==> src/rtl/rega_write_arbiter_if.sv <==
// Write-request bus between the execute/memory stage requesters and the
// register-A write arbiter. Master = requesters side, slave = arbiter side.
interface rega_write_arbiter_if #(
  parameter int NREQ = 4,
  parameter int DW   = 16
);
  localparam int IW = $clog2(NREQ);

  // Handshake: requester i raises req_valid[i] with req_data slice i and holds
  // both until the cycle where req_valid[i] && req_ready[i]; that cycle is the
  // transfer. req_ready does not depend on itself and is at most one-hot.
  logic [NREQ-1:0]    req_valid;
  logic [NREQ*DW-1:0] req_data;
  logic [NREQ-1:0]    req_ready;
  logic               loadA;
  logic [DW-1:0]      dataAin;
  logic [IW-1:0]      grant_id;
  logic               busy;

  modport master (
    output req_valid,
    output req_data,
    input  req_ready,
    input  loadA,
    input  dataAin,
    input  grant_id,
    input  busy
  );

  modport slave (
    input  req_valid,
    input  req_data,
    output req_ready,
    output loadA,
    output dataAin,
    output grant_id,
    output busy
  );
endinterface

==> src/rtl/rega_write_arbiter.sv <==
// Round-robin arbiter granting one write per cycle into accumulator register A.
// Optional macro REGA_WRCOUNT_EN adds a saturating transfer counter (wr_count).
module rega_write_arbiter #(
  parameter  int NREQ = 4,
  parameter  int DW   = 16,
  localparam int IW   = $clog2(NREQ)
) (
  input  logic                 clk,
  input  logic                 rst_n,
  input  logic                 stall,
`ifdef REGA_WRCOUNT_EN
  input  logic                 wr_count_clr,
  output logic [15:0]          wr_count,
`endif
  rega_write_arbiter_if.slave  bus,
  output logic [IW-1:0]        dbg_ptr_o
);

  logic [IW-1:0] ptr_q, ptr_d;
  logic          load_q, load_d;
  logic [DW-1:0] data_q, data_d;
  logic [IW-1:0] gid_q, gid_d;

  logic          win_found;
  logic [IW-1:0] win_idx;
  logic [IW:0]   scan_sum;
  logic [IW-1:0] scan_idx;
  logic          grant_ok;
  logic [NREQ-1:0] ready;
  logic [DW-1:0] sel_data;
  logic          xfer;

  // Priority scan starting at ptr_q, wrapping past NREQ-1 back to 0.
  always_comb begin
    win_found = 1'b0;
    win_idx   = '0;
    scan_sum  = '0;
    scan_idx  = '0;
    for (int k = 0; k < NREQ; k++) begin
      scan_sum = {1'b0, ptr_q} + (IW+1)'(k);
      if (scan_sum >= (IW+1)'(NREQ)) begin
        scan_sum = scan_sum - (IW+1)'(NREQ);
      end
      scan_idx = scan_sum[IW-1:0];
      if (!win_found && bus.req_valid[scan_idx]) begin
        win_found = 1'b1;
        win_idx   = scan_idx;
      end
    end
  end

  // Ready is held low during reset and stall so nothing transfers then.
  always_comb begin
    grant_ok = rst_n && !stall && win_found;
    ready    = '0;
    sel_data = '0;
    for (int i = 0; i < NREQ; i++) begin
      if (IW'(i) == win_idx) begin
        ready[i] = grant_ok;
        sel_data = bus.req_data[i*DW +: DW];
      end
    end
    xfer = |(bus.req_valid & ready);
  end

  always_comb begin
    load_d = xfer;
    data_d = data_q;
    gid_d  = gid_q;
    ptr_d  = ptr_q;
    if (xfer) begin
      data_d = sel_data;
      gid_d  = win_idx;
      ptr_d  = (win_idx == IW'(NREQ-1)) ? '0 : win_idx + 1'b1;
    end
  end

  always_ff @(posedge clk) begin
    if (!rst_n) begin
      ptr_q  <= '0;
      load_q <= 1'b0;
      data_q <= '0;
      gid_q  <= '0;
    end else begin
      ptr_q  <= ptr_d;
      load_q <= load_d;
      data_q <= data_d;
      gid_q  <= gid_d;
    end
  end

`ifdef REGA_WRCOUNT_EN
  logic [15:0] cnt_q, cnt_d;

  // Clear wins over a same-cycle increment; the count sticks at all-ones.
  always_comb begin
    cnt_d = cnt_q;
    if (wr_count_clr) begin
      cnt_d = '0;
    end else if (xfer && (cnt_q != 16'hFFFF)) begin
      cnt_d = cnt_q + 16'd1;
    end
  end

  always_ff @(posedge clk) begin
    if (!rst_n) begin
      cnt_q <= '0;
    end else begin
      cnt_q <= cnt_d;
    end
  end

  assign wr_count = cnt_q;
`endif

  assign bus.req_ready = ready;
  assign bus.loadA     = load_q;
  assign bus.dataAin   = data_q;
  assign bus.grant_id  = gid_q;
  assign bus.busy      = (|bus.req_valid) & ~xfer;
  assign dbg_ptr_o     = ptr_q;

endmodule

==> src/flat_wrapper.sv <==
// flat-port wrapper written by rule: the top's interface ports become plain ports
module rega_write_arbiter_flat 
#(
  parameter  int NREQ = 4,
  parameter  int DW   = 16,
  localparam int IW   = $clog2(NREQ)
)
  (clk, rst_n, stall, dbg_ptr_o, bus_req_valid, bus_req_data, bus_req_ready, bus_loadA, bus_dataAin, bus_grant_id, bus_busy);
  rega_write_arbiter_if #(.NREQ(NREQ), .DW(DW)) bus_i ();
  input  logic clk;
  input  logic rst_n;
  input  logic stall;
  output logic [IW-1:0] dbg_ptr_o;
  input wire logic [$bits(bus_i.req_valid)-1:0] bus_req_valid;
  input wire logic [$bits(bus_i.req_data)-1:0] bus_req_data;
  output wire logic [$bits(bus_i.req_ready)-1:0] bus_req_ready;
  output wire logic [$bits(bus_i.loadA)-1:0] bus_loadA;
  output wire logic [$bits(bus_i.dataAin)-1:0] bus_dataAin;
  output wire logic [$bits(bus_i.grant_id)-1:0] bus_grant_id;
  output wire logic [$bits(bus_i.busy)-1:0] bus_busy;
  assign bus_i.req_valid = bus_req_valid;
  assign bus_i.req_data = bus_req_data;
  assign bus_req_ready = bus_i.req_ready;
  assign bus_loadA = bus_i.loadA;
  assign bus_dataAin = bus_i.dataAin;
  assign bus_grant_id = bus_i.grant_id;
  assign bus_busy = bus_i.busy;
  rega_write_arbiter #(.NREQ(NREQ), .DW(DW)) u_core (.clk(clk), .rst_n(rst_n), .stall(stall), .bus(bus_i), .dbg_ptr_o(dbg_ptr_o));
endmodule
==> config.mk <==
export PLATFORM = sky130hd
export DESIGN_NAME = rega_write_arbiter_flat
export DESIGN_NICKNAME = d
export VERILOG_FILES = /design/src/rtl/rega_write_arbiter_if.sv /design/src/rtl/rega_write_arbiter.sv /design/src/flat_wrapper.sv
export SDC_FILE = /design/constraint.sdc
export NUM_CORES = 1
export LEC_CHECK = 0
export CAP_MARGIN = 30
export CORE_MARGIN = 1
export CORE_UTILIZATION = 36
export CTS_CLUSTER_SIZE = 25
export DETAILED_ROUTE_END_ITERATION = 10
export GPL_TIMING_DRIVEN = 1
export PLACE_DENSITY = 0.84
export SKIP_CTS_REPAIR_TIMING = 1
export SLEW_MARGIN = 20
export SYNTH_ARGS = -nofsm -noshare
export SYNTH_HDL_FRONTEND = slang
export SYNTH_SLANG_ARGS = --single-unit
==> constraint.sdc <==
create_clock -name clk -period 3.55 [get_ports clk]
set_clock_uncertainty 0.05 [all_clocks]
set_input_delay 0.71 -clock clk [delete_from_list [all_inputs] [get_ports clk]]
set_output_delay 0.71 -clock clk [all_outputs]
set_load 0.01 [all_outputs]
After elaboration in Yosys (flattened, before gate mapping):

Cells that the tools add are included.

* order comparisons: 8
* reduce and logical (&&, ||, !) cells: 12
* muxes and demuxes: 29
* eq/ne operators: 4
* bitwise gates (word level): 3
* add/subtract/negate cells: 8

Operators with widths (count)
* $mux 16: 4
* $mux 2: 9
* $lt 2x3->1 const B: 4
* $mux 1: 12
* $ge 3x3->1 const B: 3
* $bmux 1 s2: 4
* $reduce_or 4->1: 2
* $sub 2x1->2 const B: 4
* $add 2x2->3 const B: 2
* $logic_and 1x1->1: 5
* $and 4x4->4: 1
* $eq 2x2->1 const A: 2
* $logic_not 1->1: 4
* $add 2x1->3 const B: 1
* $ge 2x3->1 const B: 1
* $add 2x1->2 const B: 1
* $eq 1x2->1 const A: 1
* $eq 2x2->1 const B: 1
* $logic_not 2->1: 1
* $and 1x1->1: 1
* $not 1->1: 1

* word-level logic and storage cells: 68
* register bits after elaboration: 21

Logic depth before layout (Yosys ltp):

Gate-level depths: netlist (run 1).

* depth in word-level cells: 20
* mapped depth: 12
* depth with buffers taken out: 10

Worst setup path before layout (run 1):

No wires, ideal clock.

* path type: in2out
* start point: in bus_req_valid[2]
* end point: out bus_busy
* stages: 9
* setup slack: 0.446 ns
* data required time: 2.790 ns
* arrival time: 2.344 ns
* cell sequence: nor2b_1 a21boi_0 o31ai_1 inv_1 ha_1 buf_2 a22o_1 o21ai_4 and2_1

* longest elaborated chain between the ends: 18
* elaborated cells between the ends (all ways): 36
* classes of those cells: 3 x eq/ne; 20 x mux; 3 x bitwise; 10 x reduce/logical

Ends and longest elaborated chain
* start: declaration: RTL line flat_wrapper.sv:14 `input wire logic [$bits(bus_i.req_valid)-1:0] bus_req_valid;`
* $bmux 1 s2: RTL line rega_write_arbiter.sv:45 `if (!win_found && bus.req_valid[scan_idx]) begin`
* $mux 1 (implied by the code): RTL line rega_write_arbiter.sv:45
* $mux 1: RTL line rega_write_arbiter.sv:45
* $logic_not 1->1: RTL line rega_write_arbiter.sv:45
* $logic_and 1x1->1: RTL line rega_write_arbiter.sv:45
* $mux 1: RTL line rega_write_arbiter.sv:45
* $logic_not 1->1: RTL line rega_write_arbiter.sv:45
* $logic_and 1x1->1: RTL line rega_write_arbiter.sv:45
* (+3 left out)
* $mux 2 *: RTL line rega_write_arbiter.sv:45
* named net u_core.win_idx[1]: RTL line rega_write_arbiter.sv:25 `logic [IW-1:0] win_idx;`
* $eq 1x2->1 (tied with other cells): RTL line rega_write_arbiter.sv:58 `if (IW'(i) == win_idx) begin`
* $mux 1: RTL line rega_write_arbiter.sv:58
* $and 4x4->4 *: RTL line rega_write_arbiter.sv:63 `xfer = |(bus.req_valid & ready);`
* $reduce_or 4->1 *: RTL line rega_write_arbiter.sv:63
* $not 1->1 *: RTL line rega_write_arbiter.sv:120 `assign bus.busy = (|bus.req_valid) & ~xfer;`
* $and 1x1->1 *: RTL line rega_write_arbiter.sv:120
* end: declaration: RTL line flat_wrapper.sv:20 `output wire logic [$bits(bus_i.busy)-1:0] bus_busy;`

Mark *: on every way through the listed nets, which the timed path passes. The rest lies on a longest branch. The select of a mux whose other input is x is not followed.

Final worst setup path (run 1):

* start point: in bus_req_valid[2]
* end point: out bus_req_ready[3]

* longest elaborated chain between the ends: 14
* elaborated cells between the ends (all ways): 25
* classes of those cells: 1 x eq/ne; 17 x mux; 7 x reduce/logical

Ends and longest elaborated chain
* $bmux 1 s2: RTL line rega_write_arbiter.sv:45
* $mux 1 (implied by the code): RTL line rega_write_arbiter.sv:45
* $mux 1: RTL line rega_write_arbiter.sv:45
* $logic_not 1->1: RTL line rega_write_arbiter.sv:45
* $logic_and 1x1->1: RTL line rega_write_arbiter.sv:45
* $mux 1: RTL line rega_write_arbiter.sv:45
* $logic_not 1->1: RTL line rega_write_arbiter.sv:45
* $logic_and 1x1->1: RTL line rega_write_arbiter.sv:45
* $mux 1: RTL line rega_write_arbiter.sv:45
* $logic_not 1->1: RTL line rega_write_arbiter.sv:45
* $logic_and 1x1->1: RTL line rega_write_arbiter.sv:45
* $mux 2 *: RTL line rega_write_arbiter.sv:45
* named net u_core.win_idx[1]: RTL line rega_write_arbiter.sv:25
* $eq 2x2->1 *: RTL line rega_write_arbiter.sv:58
* $mux 1 *: RTL line rega_write_arbiter.sv:58
* end: declaration: RTL line flat_wrapper.sv:16 `output wire logic [$bits(bus_i.req_ready)-1:0] bus_req_ready;`

Marked as above.

==> flow_summary.ini, run 1 <==
[logic_synthesis]
ys_top_cells_by_area = dfxtp_1 (29%), a21oi_1 (17%), a22oi_1 (8.2%), o21ai_0 (7.5%), inv_1 (4.9%)
synth_largest_area_cell = dfxtp_1
seq_area_frac_synth_pct = 28.7
netlist_area_um2 = 1460
synth_top_area_share_pct = 28.7
netlist_instances = 206
syn_avg_cell_area_um2 = 7.11
syn_nets = 281
synth_seq_cells = 21
ys_types = 29
ys_warn_count = 0

[setup_path]
cp_data_required_time_ns = 2.79
reg2reg_depth = 11
rr_endpoint = u_core.bus.grant_id[1]
crit_path_start_kind = input pin
reg2reg_from = u_core.dbg_ptr_o[0]
cp_max_fo = 33
crit_path_end_kind = output pin
rrSetupSlack_ns = 1.11
cp.arrival_ns = 2.94
critPathKind = input pin to output pin

[timing]
max-slew-margin-rel_pct = 75.8
finalCritPeriodShare_pct = 104
fin_crit_ns = 3.70
worstMarginPinSlew_ns = 0.362
setup_ws_ns = -0.150
fin_tns_setup_ns = -0.274
setup_viol = 3
fin_hold_ws_ns = 0.431
fmax_mhz = 270
rsz0062_at_grt = true
hold_viol = 0
drv_slew = 0

[die]
die_width_um = 65.8
core_um2 = 3770
row_count = 22
dieHeight_um = 65.8
initial_core_util_pct = 38.8
boundaryPins = 97
die_area_um2 = 4330

[clocking]
cts_root_buf = clkbuf_8
htreeDepth = 1
clockBufferDepth = 2
numCtsBuffers = 3
path_clk_slew_ns = 0.07
cts_tree = yes
cts.sinks = 21
clock_latency_ns = 0.26

[placed_design]
post-place-ws_ns = -0.405
hpwlAfterDp_um = 3390
place_congestion = 0.810
place_inst = 344
port-buffer-count = 96

[grt]
overflow = 0
grt_pass1_vias = 1685
grt_pass1_wl_um = 7250
antenna_found_initial = 0
grt_max_degree = 37
grtUsageTotal_pct = 21.4

[power]
pwr-share-clk_pct = 19.6
ir_worst_vdd_mv = 0.173
seq_power_share_pct = 33.4
p_comb_share_pct = 46.9
p_sw_share_pct = 31.4
pwr_density_cell_nw_per_um2 = 294
p_leak_nw = 1.13
p_sw_mw = 0.249
p_int_mw = 0.542

[route]
ant_nets = 0
wl_per_cell_um = 14.1
wirelength_um = 4990
vias = 1827
dr.pass1.iters = 4
drt_iter0_drc = 75
drcViolationCount = 0
vias_per_cell = 5.18

[cells_and_area]
syn2layout_area_growth_pct = 83.8
fillers = 311
final_cell_count_no_fill = 353
final_cell_mix = clkdlybuf4s50_1 (92), a21oi_1 (50), o21ai_0 (21), dfxtp_1 (21)
diodes = 0
drive_gt1_share_pct = 13.1
final_core_util_pct = 71.4
fin_nets = 381
final_common_cell = clkdlybuf4s50_1

[worst_hold_path]
hp-class = flop to flop
hold_depth = 2
hp-start = u_core.bus.grant_id[1]
holdPathEnd = u_core.bus.grant_id[1]

[flow_run]
max_cap_viol_count = 0

[status]
outcome = finished with violations
violations = negative setup slack
## per-layer routing
layer	share of wire [%]	vias to the layer above	GRT usage, %
met5	0	-	0
met4	0.52	0	5.98
met3	8.1	4	5.86
met2	49	77	37.8
met1	42	814	25.0
li1	-	932	-
## flip-flops by register name (all words and copies together) (netlist names)
name / flops
u_core.bus.dataAin: 16
u_core.bus.grant_id: 2
u_core.dbg_ptr_o: 2
u_core.bus.loadA: 1
## layout make-up
class / instances / area, um2 / area share [%]
timing repair buffer: 114 / 1190 / 44.1
multi-input combinational: 146 / 901 / 33.5
sequential: 21 / 420 / 15.6
inverter: 20 / 77.6 / 2.88
tap: 48 / 60.1 / 2.23
clock buffer: 3 / 41.3 / 1.53
clock inverter: 1 / 5.00 / 0.186
## Yosys cell counts, drive strengths merged
master  instances
o21ai          35
buf             9
nor2b           5
a21oi          50
o311ai          1
o31ai           1
nor2            1
clkbuf         10
a22oi          16
ha              4
nand3           1
or4             1
o21bai          2
dfxtp          21
o221ai          1
nand2          19
a22o            2
and2            1
o221a           1
and3            4
inv            20
a21boi          1
## logic make-up after synthesis
kind of cell               share of synthesized area, %
buffers and inverters                              12.5
DFF                                                28.7
AOI/OAI and AO/OA                                  45.1
adders and majority gates                          3.42
and+or+nand+nor                                    10.3
## worst max-delay path by stage
| stage | start | endpoint | slack, ns | depth (start not counted) |
|---|---|---|---|---|
| floorplan | bus_req_valid[2] | bus_busy | 0.45 | 9 |
| global placement | bus_req_valid[2] | bus_busy | -0.32 | 10 |
| detailed placement | bus_req_valid[2] | bus_busy | -0.40 | 10 |
| CTS | bus_req_valid[2] | bus_busy | -0.42 | 10 |
| global route | bus_req_valid[2] | bus_req_ready[3] | -0.23 | 9 |
| finish | bus_req_valid[2] | bus_req_ready[3] | -0.15 | 9 |
## worst max-delay path, cell delays in order
cell and delay (ns):
clkdlybuf4s50_1 0.45, nor2b_2 0.18, a21boi_2 0.16, o31ai_2 0.30, inv_1 0.11, ha_1 0.23
buf_12 0.18, and3_1 0.15, clkdlybuf4s50_1 0.47
## per-stage QoR
step	power, mW	area [um2]
final	0.791	2690
after global routing	0.838	2690
after CTS	0.750	2520
after detailed placement	0.593	2480
after global placement	0.586	2480
after floorplan	0.438	1460
## power groups by stage
stage	logic [mW]	registers (mW)	clock network, mW
6_report	0.371	0.264	0.155
5_1_grt	0.401	0.266	0.171
4_1_cts	0.326	0.264	0.160
3_5_place_dp	0.324	0.269	0
3_3_place_gp	0.317	0.269	0
2_1_floorplan	0.162	0.276	0
Note: power is estimated with default switching activity, not from simulation.
==> inputs of run 2 (changes only) <==
--- a/config.mk
+++ b/config.mk
@@ -11,6 +11,7 @@
 export CTS_CLUSTER_SIZE = 25
 export DETAILED_ROUTE_END_ITERATION = 10
 export GPL_TIMING_DRIVEN = 1
+export MAX_ROUTING_LAYER = met4
 export PLACE_DENSITY = 0.84
 export SKIP_CTS_REPAIR_TIMING = 1
 export SLEW_MARGIN = 20
==> run 2 against run 1 <==
  * The run still ends with negative setup slack left
  * Global-route usage grew 0.54 points
  * Fmax is essentially flat
  * Core utilization did not move
  * Hold slack improved by 0.0011 ns
  * Flip-flop and latch count is the same
  * Worst setup slack better by 0.0013 ns
  * Non-clock buffer count stayed put
  * Sequential share of layout area unchanged
==> flow_summary.ini, run 2 (same netlist as run 1, synthesis figures left out) <==
[status]
outcome = finished with violations
violations = negative setup slack

[setup_path]
crit_path_start_kind = input pin
crit_path_top_delay_cell = clkdlybuf4s50_1
worst-path-stages = 9
reg2reg_depth = 11
cp_common_cell = clkdlybuf4s50_1
cp.arrival_ns = 2.94
cp_data_required_time_ns = 2.79
cp_max_fo = 33
critPathKind = input pin to output pin
crit_path_end_kind = output pin
timing.critical_path.buf_inv = 4
path_delay_family = buffers and inverters
critical_path.cell_chain = clkdlybuf4s50_1, nor2b_2, o21ai_1, o221ai_2, inv_1, ha_1, buf_12, and3_1, clkdlybuf4s50_1
slowest_delay_ns = 0.53

[route]
wirelength_um = 5020
vias_per_cell = 5.16
wl_per_cell_um = 14.2
ant_nets = 0
drcViolationCount = 0
dr.pass1.iters = 4
drt_iter0_drc = 108
vias = 1822

[grt]
grt_pass1_wl_um = 7240
grtUsageTotal_pct = 21.9
grt_pass1_vias = 1688
overflow = 0
grt_max_degree = 37
antenna_found_initial = 0

[die]
boundaryPins = 97
die_width_um = 65.8
row_count = 22
die_area_um2 = 4330
dieHeight_um = 65.8
core_um2 = 3770
initial_core_util_pct = 38.8

[power]
pwr_density_cell_nw_per_um2 = 294
ir_worst_vdd_mv = 0.173
finalPower_mw = 0.793
p_leak_nw = 1.13

[clocking]
cts_tree = yes
numCtsBuffers = 3
htreeDepth = 1
cts.sinks = 21
path_clk_slew_ns = 0.07
clock_latency_ns = 0.26
cts_root_buf = clkbuf_8
clockBufferDepth = 2

[timing]
fin_crit_ns = 3.70
finalCritPeriodShare_pct = 104
fmax_mhz = 270
drv_slew = 0
setup_ws_ns = -0.149
rsz0062_at_grt = true
fin_hold_ws_ns = 0.432
setup_viol = 3
worstMarginPinSlew_ns = 0.363
hold_viol = 0
max-slew-margin-rel_pct = 75.7

[placed_design]
hpwlAfterDp_um = 3390
post-place-ws_ns = -0.405
place_inst = 344
port-buffer-count = 96
place_congestion = 0.822

[cells_and_area]
diodes = 0
fillers = 311
final_cell_count_no_fill = 353
largest_register_ff_count = 16
syn2layout_area_growth_pct = 83.8
final_cell_mix = clkdlybuf4s50_1 (92), a21oi_1 (50), o21ai_0 (21), dfxtp_1 (21)
final_core_util_pct = 71.4
final_common_cell = clkdlybuf4s50_1
fin_nets = 381
drive_gt1_share_pct = 13.1

[worst_hold_path]
hold_depth = 2
hp-class = flop to flop

[flow_run]
max_cap_viol_count = 0
run 2: cell counts in the layout (fill, tap and decap cells not counted):
No cell type changed its count.
run 2: layout make-up:
cell class                 count  area, um2  area share, %
clock inverter                 1       5.00          0.186
clock buffer                   3       41.3           1.53
sequential                    21        420           15.6
multi-input combinational    146        901           33.5
timing repair buffer         114       1190           44.1
inverter                      20       77.6           2.88
tap                           48       60.1           2.23
run 2: worst reg2reg max path, delay by kind of cell, from the launching register on:
family | cells | cell delay (ns)
flip-flops | 1 | 0.36
AND/OR/NAND/NOR | 2 | 0.23
AO/OA/AOI/OAI | 5 | 0.88
adder cells (fa/ha/maj) | 1 | 0.24
buffers and inverters | 3 | 0.62
run 2: metrics by stage:
step	instance area [um2]	setup TNS, ns
finish	2690	-0.276
global route	2690	-0.558
CTS	2520	-1.79
detailed placement	2480	-1.70
global placement	2480	-1.29
floorplan	1460	0
run 2: path summary, 6_finish.rpt:
path	endpoint	slack [ns]	start
max reg2reg	u_core.bus.grant_id[1]	1.10	u_core.dbg_ptr_o[0]
max	bus_req_ready[3]	-0.15	bus_req_valid[2]
min reg2reg	u_core.bus.grant_id[1]	0.43	u_core.bus.grant_id[1]
min	u_core.bus.grant_id[1]	0.43	u_core.bus.grant_id[1]
run 2: layer usage:
metal	share of wire, %	wire length (um)	global-route usage [%]	vias to the layer above
li1	-	-	-	928
met1	42	2110	25.4	822
met2	50	2490	37.8	68
met3	7.8	391	5.00	4
met4	0.52	26	5.98	0
met5	0	0	-	-
run 2: where the power goes:
group	switching [mW]	internal, mW	total (mW)	leakage [nW]
Clock	0.0783	0.0781	0.156	0.0255
Sequential	0.0115	0.253	0.265	0.171
Combinational	0.161	0.211	0.371	0.935
Total	0.250	0.542	0.793	1.13
==> inputs of run 3 (changes only) <==
--- a/config.mk
+++ b/config.mk
@@ -6,6 +6,7 @@
 export NUM_CORES = 1
 export LEC_CHECK = 0
 export CAP_MARGIN = 30
+export CORE_ASPECT_RATIO = 1.2
 export CORE_MARGIN = 1
 export CORE_UTILIZATION = 36
 export CTS_CLUSTER_SIZE = 25
==> run 3 against run 2 <==
  * The flow still finishes with violations (negative setup slack)
  * Worst setup slack improved by 0.026 ns
  * Clock-buffer cell count stayed put
  * Clock power barely moved
  * Via count is 6.1% higher
==> flow_summary.ini, run 3 (same netlist as run 1, synthesis figures left out) <==
[clocking]
cts_tree = yes
cts_root_buf = clkbuf_8
clockBufferDepth = 2
htreeDepth = 1
path_clk_slew_ns = 0.07
numCtsBuffers = 3
clock_latency_ns = 0.26
cts.sinks = 21

[cells_and_area]
fin_nets = 384
final_cell_mix = clkdlybuf4s50_1 (90), a21oi_1 (50), o21ai_0 (22), dfxtp_1 (21), nand2_1 (19)
fillers = 304
diodes = 0
final_common_cell = clkdlybuf4s50_1
drive_gt1_share_pct = 14.3
largest_register_ff_count = 16
syn2layout_area_growth_pct = 88.4
final_core_util_pct = 70.5

[route]
wl_per_cell_um = 16.0
highest_layer = met4
ant_nets = 0
met1_length_um = 2090
dr.pass1.iters = 4
drt_iter0_drc = 117
vias_per_cell = 5.34
drcViolationCount = 0
wl_met2_um = 3090
wirelength_um = 5790
vias = 1933
met3_length_um = 370

[timing]
finalCritPeriodShare_pct = 103
fmax_mhz = 272
hold_viol = 0
worstMarginPinSlew_ns = 0.439
fin_crit_ns = 3.67
max-slew-margin-rel_pct = 70.7
rsz0062_at_grt = true
setup_ws_ns = -0.123
setup_viol = 1
drv_slew = 0

[power]
pwr_density_cell_nw_per_um2 = 297
ir_worst_vdd_mv = 0.202
seq_power_share_pct = 32.4
p_sw_mw = 0.271
p_leak_nw = 1.18
pwr-share-clk_pct = 19.2
p_int_mw = 0.548
p_comb_share_pct = 48.4
p_sw_share_pct = 33.1

[status]
outcome = finished with violations
violations = negative setup slack

[die]
core_um2 = 3910
initial_core_util_pct = 37.4
boundaryPins = 97
die_width_um = 60.2
row_count = 25
dieHeight_um = 71.9
die_area_um2 = 4330

[grt]
antenna_found_initial = 0
grtUsageTotal_pct = 23.4
grt_max_degree = 37
overflow = 0
grt_pass1_vias = 1683
grt_pass1_wl_um = 7450

[flow_run]
max_cap_viol_count = 0

[setup_path]
critical_path.cell_chain = clkdlybuf4s50_1, nor2b_4, o21ai_0, o221ai_2, buf_4, ha_1, a22o_4, o21ai_4, and2_1, clkbuf_2
crit_path_top_delay_cell = clkdlybuf4s50_1
crit_path_end_kind = output pin
cp.arrival_ns = 2.91
cp_data_required_time_ns = 2.79
slowest_delay_ns = 0.47
path_delay_family = compound AO/OA/AOI/OAI gates
timing.critical_path.buf_inv = 3
cp_max_fo = 3
critPathKind = input pin to output pin
crit_path_start_kind = input pin

[placed_design]
place_congestion = 0.877
post-place-ws_ns = -0.442
hpwlAfterDp_um = 3660
port-buffer-count = 96

[worst_hold_path]
hp-class = flop to flop
run 3: changes by cell type in the layout (fill, tap and decap cells not counted), moves of 2 or more:
cell | previous run | this run
clkdlybuf4s50_1 | 92 | 90
buf_4 | 12 | 14
nor2b_2 | 3 | 1
ha_4 | 1 | 3
ha_2 | 2 | 0
run 3: path summary, 6_finish.rpt:
kind	start	endpoint	slack, ns	cells after the start
max	bus_req_valid[2]	bus_busy	-0.12	10
max reg2reg	u_core.dbg_ptr_o[0]	u_core.bus.dataAin[9]	0.86	12
min reg2reg	u_core.bus.grant_id[0]	u_core.bus.grant_id[0]	0.43	2
min	u_core.bus.grant_id[0]	u_core.bus.grant_id[0]	0.43	2
run 3: layer usage:
metal	track usage (%)	vias to the layer above
met2	39.9	98
met5	-	-
li1	-	934
met1	23.6	879
met4	12.7	0
met3	5.96	22
run 3: worst reg2reg max path: cells and delay by family, from the launching register on:
family	cells	cell delay [ns]
flops	1	0.50
simple gates	1	0.12
fa+ha+maj	1	0.18
compound gates	6	1.10
buf+inv	4	0.61
run 3: power groups by stage:
stage	clock [mW]	sequential [mW]	combinational [mW]
finish	0.157	0.265	0.397
detailed placement	0	0.269	0.337
CTS	0.161	0.264	0.339
floorplan	0	0.276	0.162
global route	0.171	0.267	0.429
global placement	0	0.269	0.331
run 3: area by class of cell:
type,count,area [um2],area share (%)
Timing Repair Buffer,117,1220,44.2
Multi-Input combinational cell,146,923,33.5
Sequential cell,21,420,15.2
Inverter,20,77.6,2.81
Tap cell,54,67.6,2.45
Clock buffer,3,41.3,1.50
Clock inverter,1,7.51,0.272
run 3: stage by stage:
step                power, mW  hold WS [ns]  instances  cell area, um2  TNS, ns
floorplan               0.438         0.429        206            1460        0
global placement        0.600         0.392        350            2480    -1.22
global route            0.867         0.474        362            2760   -0.253
CTS                     0.764         0.425        354            2530    -1.66
detailed placement      0.606         0.413        350            2480    -1.60
finish                  0.819         0.429        362            2760   -0.123
